`config.mk`:
```
export PLATFORM = sky130hd
export DESIGN_NAME = reg8_share_ctrl
export DESIGN_NICKNAME = d
export VERILOG_FILES = /design/src/rtl/reg8_share_ctrl.sv
export SDC_FILE = /design/constraint.sdc
export NUM_CORES = 1
export LEC_CHECK = 0
export CAP_MARGIN = 20
export CORE_UTILIZATION = 30
export DETAILED_ROUTE_END_ITERATION = 10
export GPL_ROUTABILITY_DRIVEN = 0
export HOLD_SLACK_MARGIN = 0.15
export MAX_ROUTING_LAYER = met4
export SETUP_SLACK_MARGIN = 0.5
export SLEW_MARGIN = 25
export SYNTH_ARGS = -nofsm -noshare
export SYNTH_HDL_FRONTEND = slang
export SYNTH_SLANG_ARGS = --single-unit
```
`constraint.sdc`:
```
create_clock -name clk -period 2.95 [get_ports clk]
set_input_delay 0.4425 -clock clk [delete_from_list [all_inputs] [get_ports clk]]
set_output_delay 0.4425 -clock clk [all_outputs]
set_load 0.02 [all_outputs]
```
`src/rtl/reg8_share_ctrl.sv`:
```
// reg8_share_ctrl: round-robin arbiter giving four requesters
// serialized read/write access to one shared register.
module reg8_share_ctrl #(
    parameter int WIDTH = 8,
    parameter int NREQ  = 4
) (
    input  logic                   clk,
    input  logic                   res,
    input  logic [NREQ-1:0]        req,
    input  logic [NREQ-1:0]        we,
    input  logic [NREQ*WIDTH-1:0]  wdata,
    output logic [NREQ-1:0]        gnt,
    output logic [NREQ-1:0]        done,
    output logic [WIDTH-1:0]       rdata,
    output logic                   reg_en,
    output logic [WIDTH-1:0]       reg_in,
    input  logic [WIDTH-1:0]       reg_out
);
    localparam int PW = $clog2(NREQ);

    typedef enum logic [1:0] {IDLE, GRANT, XFER, DONE} state_t;

    state_t          state_q;
    logic [PW-1:0]   ptr_q, win_q, win_d, idx;
    logic [WIDTH-1:0] wd_a [NREQ];

    for (genvar i = 0; i < NREQ; i++) begin : g_unpack
        assign wd_a[i] = wdata[i*WIDTH +: WIDTH];
    end

    // Scan downward so the lowest offset from ptr wins.
    always_comb begin
        win_d = ptr_q;
        idx   = '0;
        for (int k = NREQ - 1; k >= 0; k--) begin
            idx = PW'((int'(ptr_q) + k) % NREQ);
            if (req[idx]) win_d = idx;
        end
    end

    always_ff @(posedge clk) begin
        if (res) begin
            state_q <= IDLE;
            ptr_q   <= '0;
            win_q   <= '0;
            gnt     <= '0;
            done    <= '0;
            rdata   <= '0;
            reg_en  <= 1'b0;
            reg_in  <= '0;
        end else begin
            case (state_q)
                IDLE: begin
                    if (|req) begin
                        win_q   <= win_d;
                        gnt     <= NREQ'(1) << win_d;
                        state_q <= GRANT;
                    end
                end
                GRANT: begin
                    if (!req[win_q]) begin
                        gnt     <= '0;
                        state_q <= IDLE;
                    end else begin
                        reg_en  <= we[win_q];
                        reg_in  <= we[win_q] ? wd_a[win_q] : reg_in;
                        state_q <= XFER;
                    end
                end
                XFER: begin
                    reg_en  <= 1'b0;
                    gnt     <= '0;
                    done    <= NREQ'(1) << win_q;
                    state_q <= DONE;
                end
                DONE: begin
                    done    <= '0;
                    rdata   <= reg_out;
                    ptr_q   <= PW'((int'(win_q) + 1) % NREQ);
                    state_q <= IDLE;
                end
                default: state_q <= IDLE;
            endcase
        end
    end
endmodule

```
======== After elaboration in Yosys (flattened, before gate mapping) ========
Index checks and enable logic that the tools add are counted.
word-level totals
  register bits ........................... 31
  word-level logic and storage cells ...... 64
operators by class
  add/subtract/negate cells ............... 4
  order comparisons ....................... 6
  eq/ne operators ......................... 6
  shifts and indexed selects .............. 2
  multiplexer cells ....................... 28
  bitwise gates (word level) .............. 1
  reductions and logical operators ........ 9
operators with widths
  operator                                                     number
  binary-select mux 8 bit (select 2 bit)                       1
  two-way mux 8 bit                                            2
  less-than comparator 2 x 3 -> 1 bit (second input constant)  5
  binary-select mux 1 bit (select 2 bit)                       6
  two-way mux 2 bit                                            6
  one-hot mux 4 bit (3 select lines)                           1
  two-way mux 4 bit                                            2
  one-hot mux 2 bit (4 select lines)                           1
  one-hot mux 4 bit (2 select lines)                           1
  << shifter 1 x 2 -> 4 bit (first input constant)             2
  two-way mux 1 bit                                            7
  != test 2 bit (second input constant)                        3
  AND reduction 3 bit                                          2
  adder 2 x 1 -> 2 bit (second input constant)                 2
  adder 2 bit (second input constant)                          2
  equality test 2 bit (second input constant)                  2
  AND reduction 2 bit                                          2
  nonzero test 2 bit                                           2
  OR reduction 4 bit                                           1
  greater-or-equal comparator 3 bit (second input constant)    1
  inverter 2 -> 3 bit                                          1
  nonzero test 3 bit                                           1
  equality test 2 x 1 -> 1 bit (second input constant)         1
  zero test 2 bit                                              1
  one-hot mux 1 bit (2 select lines)                           1

======== Depth between registers and ports, before layout ========
Gate-level depths: netlist of run 1.
  depth after elaboration ................. 10
  mapped depth ............................ 7
  gate-level depth less buffers ........... 6

======== Worst setup path after synthesis of run 1 ========
Ideal clock, no wire load.
  path kind ............................... register to register
  from .................................... register with a tool-made name
  to ...................................... register gnt[0]
  data arrival time ....................... 1.560 ns
  required time ........................... 2.858 ns
  path slack .............................. 1.298 ns
  cell stages (with the launch flop) ...... 7
  buffers on the path ..................... 0
  period minus slack after synthesis ...... 1.652 ns
  cell sequence ........................... dfxtp_1 > inv_1 > ha_1 > nand2b_1 > o22ai_4 > or4_4 > o32ai_1
RTL lines
  what                  line  RTL
  end signal, assigned  56    gnt <= NREQ'(1) << win_d;
  end, declared         12    output logic [NREQ-1:0] gnt,

======== Worst setup path in the final report of run 1 ========
  from .................................... input port req[3]
  to ...................................... register gnt[3]
between the ends
  cells in the longest elaborated chain, start to end .. 9
  elaborated cells on any way between the ends .. 21
  those cells by class .................... 2 x eq/ne; 1 x shift; 16 x mux; 2 x reduce/logical
RTL lines
  what                                     line  RTL
  start, declared                          9     input logic [NREQ-1:0] req,
  binary-select mux 1 bit (select 2 bit)   37    if (req[idx]) win_d = idx;
  two-way mux 1 bit (not written as such)  37
  two-way mux 2 bit (4 in series)          37
  << shifter 1 x 2 -> 4 bit                56
  two-way mux 4 bit                        54    if (|req) begin
  one-hot mux 4 bit (3 select lines)       52    case (state_q)
Several ways; a longest one is shown, not always the timed one. The select of a mux whose other input is x is not followed.
A chain may end at the register's enable or synchronous reset.

==> results.py, run 1 <==
metrics = {
    "clocking": {
        "cts_made_buffers": 5,
        "clock_sinks": 31,
        "cts_hold_buf": 0,
        "insertion_delay_ns": 0.27,
        "cts-resized-gates": 0,
        "h-tree-depth": 2,
        "cts.clk_slew.worst_paths_ns": 0.06,
        "clk_path_buf_depth": 2,
        "cts_setup_buffers": 0,
        "cts_tree": "built",
        "cts_root_buf": "clkbuf_8",
    },
    "logic_synthesis": {
        "ys_top_cells_by_count": "dfxtp_1, mux2i_1, a21oi_1",
        "synth_edf_count": 0,
        "yosysMostFrequentCell": "dfxtp_1",
        "synth.top_cell.area_share": 0.361,
        "yosysSeqAreaShare": 0.361,
        "syn_inst": 171,
        "ys_ff_latch": 31,
        "yosysWarnings": 0,
        "synthDistinctLibCells": 37,
        "synthTopCellsByArea": "dfxtp_1, mux4_2, mux2i_1",
        "ys.flop_type": "dfxtp_1",
        "synth_top_area_cell": "dfxtp_1",
        "syn_area_per_cell_um2": 10.0,
        "syn-num-nets": 230,
        "async_flop_share": 0,
        "synth_area_mm2": 0.00172,
    },
    "pwr": {
        "power_density_mw_per_mm2": 437,
        "irDropWorstVdd_mv": 0.200,
        "leakage_nw": 0.887,
    },
    "worst_setup_path": {
        "crit_type": "in -> reg",
        "arrival_ns": 2.15,
        "reg2regPathDepth": 4,
        "critPathMaxFanout": 10,
        "endpoint": "gnt[3]",
        "startpoint": "req[3]",
        "r2r_end": "reg_en",
        "reg2reg_from": "win_q[0]",
        "required_ns": 3.13,
        "critPathLaunchType": "primary input",
        "end_kind": "flip-flop",
        "r2r_slack_ns": 1.05,
    },
    "sta": {
        "hold_viol": 0,
        "max_freq_mhz": 507,
        "slew-limit-headroom": 0.495,
        "post-route-min-period_ns": 1.97,
        "timing.setup.tns_ns": 0,
        "rsz0062_at_grt": "no",
        "setup_viol": 0,
        "fin_crit_sh": 0.669,
        "worstMarginPinSlew_ns": 0.757,
        "drv_slew": 0,
        "fin_ws_ns": 0.978,
        "clock_skew_ns": 0.00410,
    },
    "placed_design": {
        "hpwlAfterDp_um": 3190,
        "pre_cts_ws_ns": 0.666,
        "placement.io_buffers": 74,
    },
    "routing": {
        "drtIter0Drc": 54,
        "viasPerCell": 4.87,
        "drc": 0,
        "wl_per_cell_um": 13.2,
        "vias": 1544,
        "routed_wl_um": 4190,
        "dr.pass1.iters": 4,
        "ant_nets": 0,
    },
    "run_status": {
        "status": "completed",
    },
    "die": {
        "ios": 75,
        "die_width_um": 77.7,
        "die_h_um": 77.7,
        "rows": 27,
        "initial_utilization": 0.312,
        "core_mm2": 0.00551,
        "die_area_mm2": 0.00603,
    },
    "grt": {
        "grtUsageTotal": 0.153,
        "overflow": 0,
        "grt_pass1_wl_um": 7030,
        "antenna_found_initial": 0,
        "first_global_vias": 1570,
        "grt_max_degree": 32,
    },
    "flow_run": {
        "maxCapViolations": 0,
    },
    "finish": {
        "nNetsFinal": 304,
        "antenna_cells": 0,
        "syn_to_final_growth_pct": 52.0,
        "fillers": 548,
        "drive_above_1_share": 0.0980,
    },
    "min_path": {
        "hold_class": "reg -> reg",
    },
}
[placed cells by master, fill, tap and decap left out, types with 4 or more instances in the layout]
cell type        Yosys  final
a21oi_1             13     13
clkbuf_8             0      6
clkdlybuf4s50_1      0     74
dfxtp_1             31     31
ha_1                 9      9
mux2i_1             17     17
mux4_2               8      8
nand2_1              4      4
nand2b_1             7      7
nand3_1             11     11
nor2_1              12     12
nor2b_1              5      5
nor3_1               4      4
o21ai_1              8      8
o32ai_1              4      4
[logic make-up (layout without fill, tap and decap cells)]
| family | after synthesis | count (layout) | synth area share |
|---|---|---|---|
| buf+inv | 14 | 88 | 0.0364 |
| mux | 28 | 28 | 0.237 |
| compound gates | 40 | 40 | 0.152 |
| fa+ha+maj | 9 | 9 | 0.0656 |
| flops | 31 | 31 | 0.361 |
| simple gates | 49 | 49 | 0.148 |
[where the power goes]
part	switching (mW)	internal, mW	total, mW
clock	0.145	0.183	0.327
combinational	0.154	0.186	0.340
sequential	0.0265	0.447	0.473
[layout make-up]
| class | instances | area [µm²] | area share |
|---|---|---|---|
| multi-input cells | 126 | 1030 | 0.396 |
| repair buffers | 77 | 763 | 0.292 |
| flip-flops and latches | 31 | 621 | 0.238 |
| well taps | 72 | 90.1 | 0.0345 |
| clock buffers | 6 | 82.6 | 0.0316 |
| inverters | 4 | 15.0 | 0.00575 |
| clock inverters | 1 | 5.00 | 0.00192 |
[worst min path at each step]
stage | to | cells past startpoint | start | slack (ns)
final | reg_in[2] | 2 | reg_in[2] | 0.48
after global routing | reg_in[2] | 2 | reg_in[2] | 0.49
after CTS | reg_in[2] | 2 | reg_in[2] | 0.49
after detailed placement | reg_in[5] | 2 | reg_in[5] | 0.48
after global placement | reg_en | 2 | reg_en | 0.46
after floorplan | state_q[0] | 2 | state_q[0] | 0.50
[per-layer routing]
metal	up-vias	share of wire	global-route usage
met1	734	0.47	0.183
met2	29	0.49	0.253
met5	-	0	-
met4	0	0.013	0.0528
li1	776	-	-
met3	5	0.032	0.0318
[sequential cells by signal (all words and copies together) (netlist names), named ones only]
signal   cells
rdata        8
reg_en       1
win_q        2
gnt          4
state_q      1
done         4
reg_in       8
ptr_q        2
[worst max-delay path: stages]
cell             delay [ns]
clkdlybuf4s50_1        0.56
mux2i_4                0.24
o22ai_4                0.15
or4_4                  0.52
o32ai_1                0.24
[per-stage QoR]
step / util / power (mW) / hold slack (ns) / cells / instance area, µm²
after detailed placement: 0.458 / 0.828 / 0.476 / 310 / 2520
after CTS: 0.474 / 1.16 / 0.486 / 317 / 2610
after global routing: 0.474 / 1.22 / 0.495 / 317 / 2610
final: 0.474 / 1.14 / 0.482 / 317 / 2610
after floorplan: - / 0.679 / 0.503 / 171 / 1720
after global placement: 0.458 / 0.827 / 0.456 / 310 / 2520
(Power assumes the default switching activity.)
==> inputs of run 2 (changes only) <==
==> constraint.sdc (replaced) <==
create_clock -name clk -period 2.02 [get_ports clk]
set_input_delay 0.303 -clock clk [delete_from_list [all_inputs] [get_ports clk]]
set_output_delay 0.303 -clock clk [all_outputs]
set_load 0.02 [all_outputs]
==> results.py, run 2 (synthesis gave the netlist of run 1 again) <==
metrics = {
    "worst_setup_path": {
        "critPathLaunchType": "flip-flop",
        "r2r_end": "gnt[0]",
        "r2r_slack_ns": 0.42,
        "critPathMaxFanout": 4,
        "reg2reg_from": "state_q[0]",
        "end_kind": "flip-flop",
        "crit_type": "reg -> reg",
        "required_ns": 2.21,
        "reg2regPathDepth": 5,
        "startpoint": "state_q[0]",
        "arrival_ns": 1.79,
    },
    "grt": {
        "overflow": 0,
        "grtUsageTotal": 0.165,
        "grt_pass1_wl_um": 7730,
        "first_global_vias": 1687,
        "antenna_found_initial": 0,
        "grt_max_degree": 32,
    },
    "routing": {
        "routed_wl_um": 4630,
        "wl_per_cell_um": 13.6,
        "vias": 1676,
        "viasPerCell": 4.93,
        "drc": 0,
        "dr.pass1.iters": 4,
        "drtIter0Drc": 51,
        "ant_nets": 0,
    },
    "clocking": {
        "cts_made_buffers": 5,
        "cts_hold_buf": 0,
        "clk_path_buf_depth": 2,
        "insertion_delay_ns": 0.28,
        "cts_root_buf": "clkbuf_8",
        "cts_tree": "built",
        "h-tree-depth": 2,
        "cts.clk_slew.worst_paths_ns": 0.06,
        "clock_sinks": 31,
    },
    "finish": {
        "post-route-util": 0.521,
        "layout_commonest_cell": "clkdlybuf4s50_1",
        "drive_above_1_share": 0.246,
        "antenna_cells": 0,
        "nNetsFinal": 326,
        "syn_to_final_growth_pct": 66.9,
        "stdcell_area_mm2": 0.00287,
        "seq_area_um2": 633,
        "top_regs": "rdata: 8 flops, reg_in: 8 flops",
        "fillers": 541,
        "most-common-layout-cells": "clkdlybuf4s50_1, dlygate4sd2_1, dfxtp_1, buf_4, mux2i_1",
        "multiInputGateArea_mm2": 0.00113,
    },
    "die": {
        "ios": 75,
        "die_width_um": 77.7,
        "core_mm2": 0.00551,
        "initial_utilization": 0.312,
        "die_h_um": 77.7,
        "die_area_mm2": 0.00603,
        "rows": 27,
    },
    "sta": {
        "max_freq_mhz": 626,
        "clock_skew_ns": 0.00334,
        "worstMarginPinSlew_ns": 0.367,
        "hold_viol": 0,
        "rsz0062_at_grt": "yes",
        "setup_viol": 0,
        "fin_crit_sh": 0.791,
        "slew-limit-headroom": 0.753,
        "fin_ws_ns": 0.422,
        "post-route-min-period_ns": 1.60,
        "holdWs_ns": 0.464,
        "drv_slew": 0,
        "timing.setup.tns_ns": 0,
    },
    "min_path": {
        "hold_path_end": "reg_in[1]",
        "hold_class": "reg -> reg",
        "worstHoldPathCells": 2,
        "hold_path_startpoint": "reg_in[1]",
    },
    "placed_design": {
        "hpwlAfterDp_um": 3250,
        "placement.io_buffers": 74,
        "pre_cts_ws_ns": -0.0139,
        "placed_cell_area_mm2": 0.00264,
    },
    "pwr": {
        "irDropWorstVdd_mv": 0.321,
        "power_density_mw_per_mm2": 621,
        "leakage_nw": 1.16,
    },
    "flow_run": {
        "maxCapViolations": 0,
    },
    "run_status": {
        "status": "completed",
    },
}
==> run 2: cell count changes in the layout (fill, tap and decap cells not counted), moves of 4 or more <==
cell             before  now
o32ai_1               4    0
o32ai_2               0    4
clkdlybuf4s50_1      74   45
dlygate4sd2_1         0   28
dfxtp_1              31   27
buf_4                 3   23
==> run 2: cell type report <==
class,count,share of cell area
multi-input combinational,126,0.396
timing repair buffer,99,0.316
sequential,31,0.221
tap,72,0.0314
clock buffer,7,0.0266
inverter,4,0.00698
clock inverter,1,0.00175
==> run 2: power by group <==
group / internal [mW] / leakage [nW] / switching [mW]
logic: 0.338 / 0.862 / 0.285
registers: 0.655 / 0.254 / 0.0372
clock network: 0.241 / 0.0422 / 0.222
total: 1.23 / 1.16 / 0.544
==> run 2: worst max path at each step <==
stage	slack, ns	to
after global placement	0.02	gnt[2]
after global routing	0.36	gnt[1]
final	0.42	gnt[0]
after floorplan	0.39	gnt[0]
after CTS	0.39	gnt[1]
after detailed placement	-0.01	gnt[0]
==> run 2: routing by layer <==
layer	vias to the layer above	wire length, µm	GRT usage
met5	-	0	-
met4	0	57	0.0585
met3	5	200	0.0306
met2	45	2280	0.270
met1	803	2090	0.203
li1	823	-	-
==> run 2: worst max-delay path, stage by stage, from the launching register on <==
cell and delay (ns):
dfxtp_4 0.38, inv_4 0.05, ha_4 0.15, a21o_1 0.16
or4_4 0.58, o32ai_2 0.21
==> run 2: timing repair <==
item	CTS	global route
resized for setup	47	11
pin swaps	6	10
setup buffers	5	3
endpoints found under the setup margin	38	10
==> run 2: per-stage QoR <==
stage / std cells / power, mW
2_1_floorplan: 171 / 1.00
3_3_place_gp: 324 / 1.25
3_5_place_dp: 324 / 1.25
4_1_cts: 337 / 1.76
5_1_grt: 340 / 1.89
6_report: 340 / 1.78
==> inputs of run 3 (changes only) <==
==> constraint.sdc (replaced) <==
create_clock -name clk -period 1.65 [get_ports clk]
set_input_delay 0.2475 -clock clk [delete_from_list [all_inputs] [get_ports clk]]
set_output_delay 0.2475 -clock clk [all_outputs]
set_load 0.02 [all_outputs]
==> results.py, run 3 (synthesis gave the netlist of run 1 again) <==
metrics = {
    "routing": {
        "routed_wl_um": 5130,
        "ant_nets": 0,
        "drc": 0,
        "viasPerCell": 4.86,
        "wl_per_cell_um": 15.1,
        "drtIter0Drc": 44,
        "dr.pass1.iters": 4,
        "vias": 1653,
    },
    "clocking": {
        "cts_tree": "built",
        "clock_sinks": 31,
        "cts_made_buffers": 5,
        "insertion_delay_ns": 0.27,
        "cts_hold_buf": 0,
        "cts_root_buf": "clkbuf_8",
        "clk_path_buf_depth": 2,
        "cts.clk_slew.worst_paths_ns": 0.07,
        "h-tree-depth": 2,
    },
    "worst_setup_path": {
        "max_stage_delay_ns": 0.52,
        "critPathLaunchType": "flip-flop",
        "critPathMaxFanout": 4,
        "end_kind": "flip-flop",
        "crit_family": "simple AND/OR/NAND/NOR gates",
        "critPathBufInv": 0,
        "required_ns": 1.83,
        "crit_type": "reg -> reg",
        "path_cells": "mux2i_4, o22ai_4, or4_4, o32ai_1",
        "crit_cells": 4,
        "arrival_ns": 1.78,
        "cp_slowest_cell": "or4_4",
        "reg2reg_from": "win_q[1]",
        "r2r_slack_ns": 0.05,
        "reg2regPathDepth": 4,
        "r2r_end": "gnt[1]",
    },
    "finish": {
        "drive_above_1_share": 0.381,
        "most-common-layout-cells": "clkdlybuf4s50_1, dfxtp_1, buf_4, buf_2",
        "syn_to_final_growth_pct": 68.8,
        "stdcell_count": 340,
        "nNetsFinal": 327,
        "layout_commonest_cell": "clkdlybuf4s50_1",
        "antenna_cells": 0,
        "top_regs": "rdata: 8 flops, reg_in: 8 flops",
    },
    "pwr": {
        "power_density_mw_per_mm2": 774,
        "irDropWorstVdd_mv": 0.391,
        "leakage_nw": 1.11,
        "p_total_mw": 2.24,
    },
    "sta": {
        "holdWs_ns": 0.467,
        "drv_slew": 0,
        "rsz0062_at_grt": "yes",
        "timing.setup.tns_ns": 0,
        "fin_crit_sh": 0.969,
        "max_freq_mhz": 625,
        "hold_viol": 0,
        "slew-limit-headroom": 0.692,
        "post-route-min-period_ns": 1.60,
        "setup_viol": 0,
        "worstMarginPinSlew_ns": 0.453,
        "clock_skew_ns": 0.00635,
    },
    "die": {
        "core_mm2": 0.00551,
        "ios": 75,
        "die_h_um": 77.7,
        "initial_utilization": 0.312,
        "die_area_mm2": 0.00603,
        "die_width_um": 77.7,
        "rows": 27,
    },
    "placed_design": {
        "placement.io_buffers": 74,
        "hpwlAfterDp_um": 3750,
        "placedCellCount": 328,
    },
    "grt": {
        "grt_pass1_wl_um": 8210,
        "overflow": 0,
        "first_global_vias": 1705,
        "grtUsageTotal": 0.181,
        "antenna_found_initial": 0,
        "grt_max_degree": 32,
    },
    "flow_run": {
        "maxCapViolations": 0,
    },
    "min_path": {
        "worstHoldPathCells": 2,
        "hold_class": "reg -> reg",
        "hold_path_startpoint": "reg_en",
        "hold_path_end": "reg_en",
    },
    "run_status": {
        "status": "completed",
    },
}
run 3: worst register-to-register path, cell delays in order (launching register included):
cell	delay [ns]
dfxtp_4	0.39
mux2i_4	0.28
o22ai_4	0.09
or4_4	0.52
o32ai_1	0.23
run 3: worst max path at each step:
stage          startpoint  endpoint  slack, ns
3_3_place_gp       req[0]    gnt[2]      -0.24
5_1_grt          win_q[1]    gnt[1]      0.007
6_report         win_q[1]    gnt[1]       0.05
2_1_floorplan    win_q[1]    gnt[0]       0.02
4_1_cts          win_q[1]    gnt[2]       0.06
3_5_place_dp       req[0]    gnt[3]      -0.31
run 3: where the power goes:
group	total (mW)	switching (mW)	internal (mW)	leakage [nW]
clock	0.591	0.265	0.327	0.0470
sequential	0.849	0.0484	0.800	0.255
combinational	0.803	0.361	0.442	0.804
run 3: per-layer routing:
layer	global-route usage	routed length, µm	vias up
met4	0.0491	43	0
met2	0.319	2730	29
met1	0.207	2190	799
met5	-	0	-
met3	0.0388	160	4
li1	-	-	821
run 3: cell type report:
cell class / count / area [µm²]
Clock buffer: 6 / 82.6
Clock inverter: 1 / 5.00
Fill cell: 508 / 2610
Inverter: 4 / 17.5
Multi-Input combinational cell: 126 / 1170
Sequential cell: 31 / 637
Tap cell: 72 / 90.1
Timing Repair Buffer: 100 / 892
run 3: metrics by stage:
step	util	setup slack, ns	area (µm²)
3_3_place_gp	0.490	-0.240	2700
6_report	0.526	0.0509	2900
5_1_grt	0.526	0.00665	2900
4_1_cts	0.540	0.0579	2970
3_5_place_dp	0.490	-0.314	2700
2_1_floorplan	-	0.0234	1800
run 3: repair_timing:
item	CTS	global route
gates cloned	2	0
pin swaps	9	1
endpoints found under the setup margin	56	48
resized for setup	115	25
setup buffers	3	0
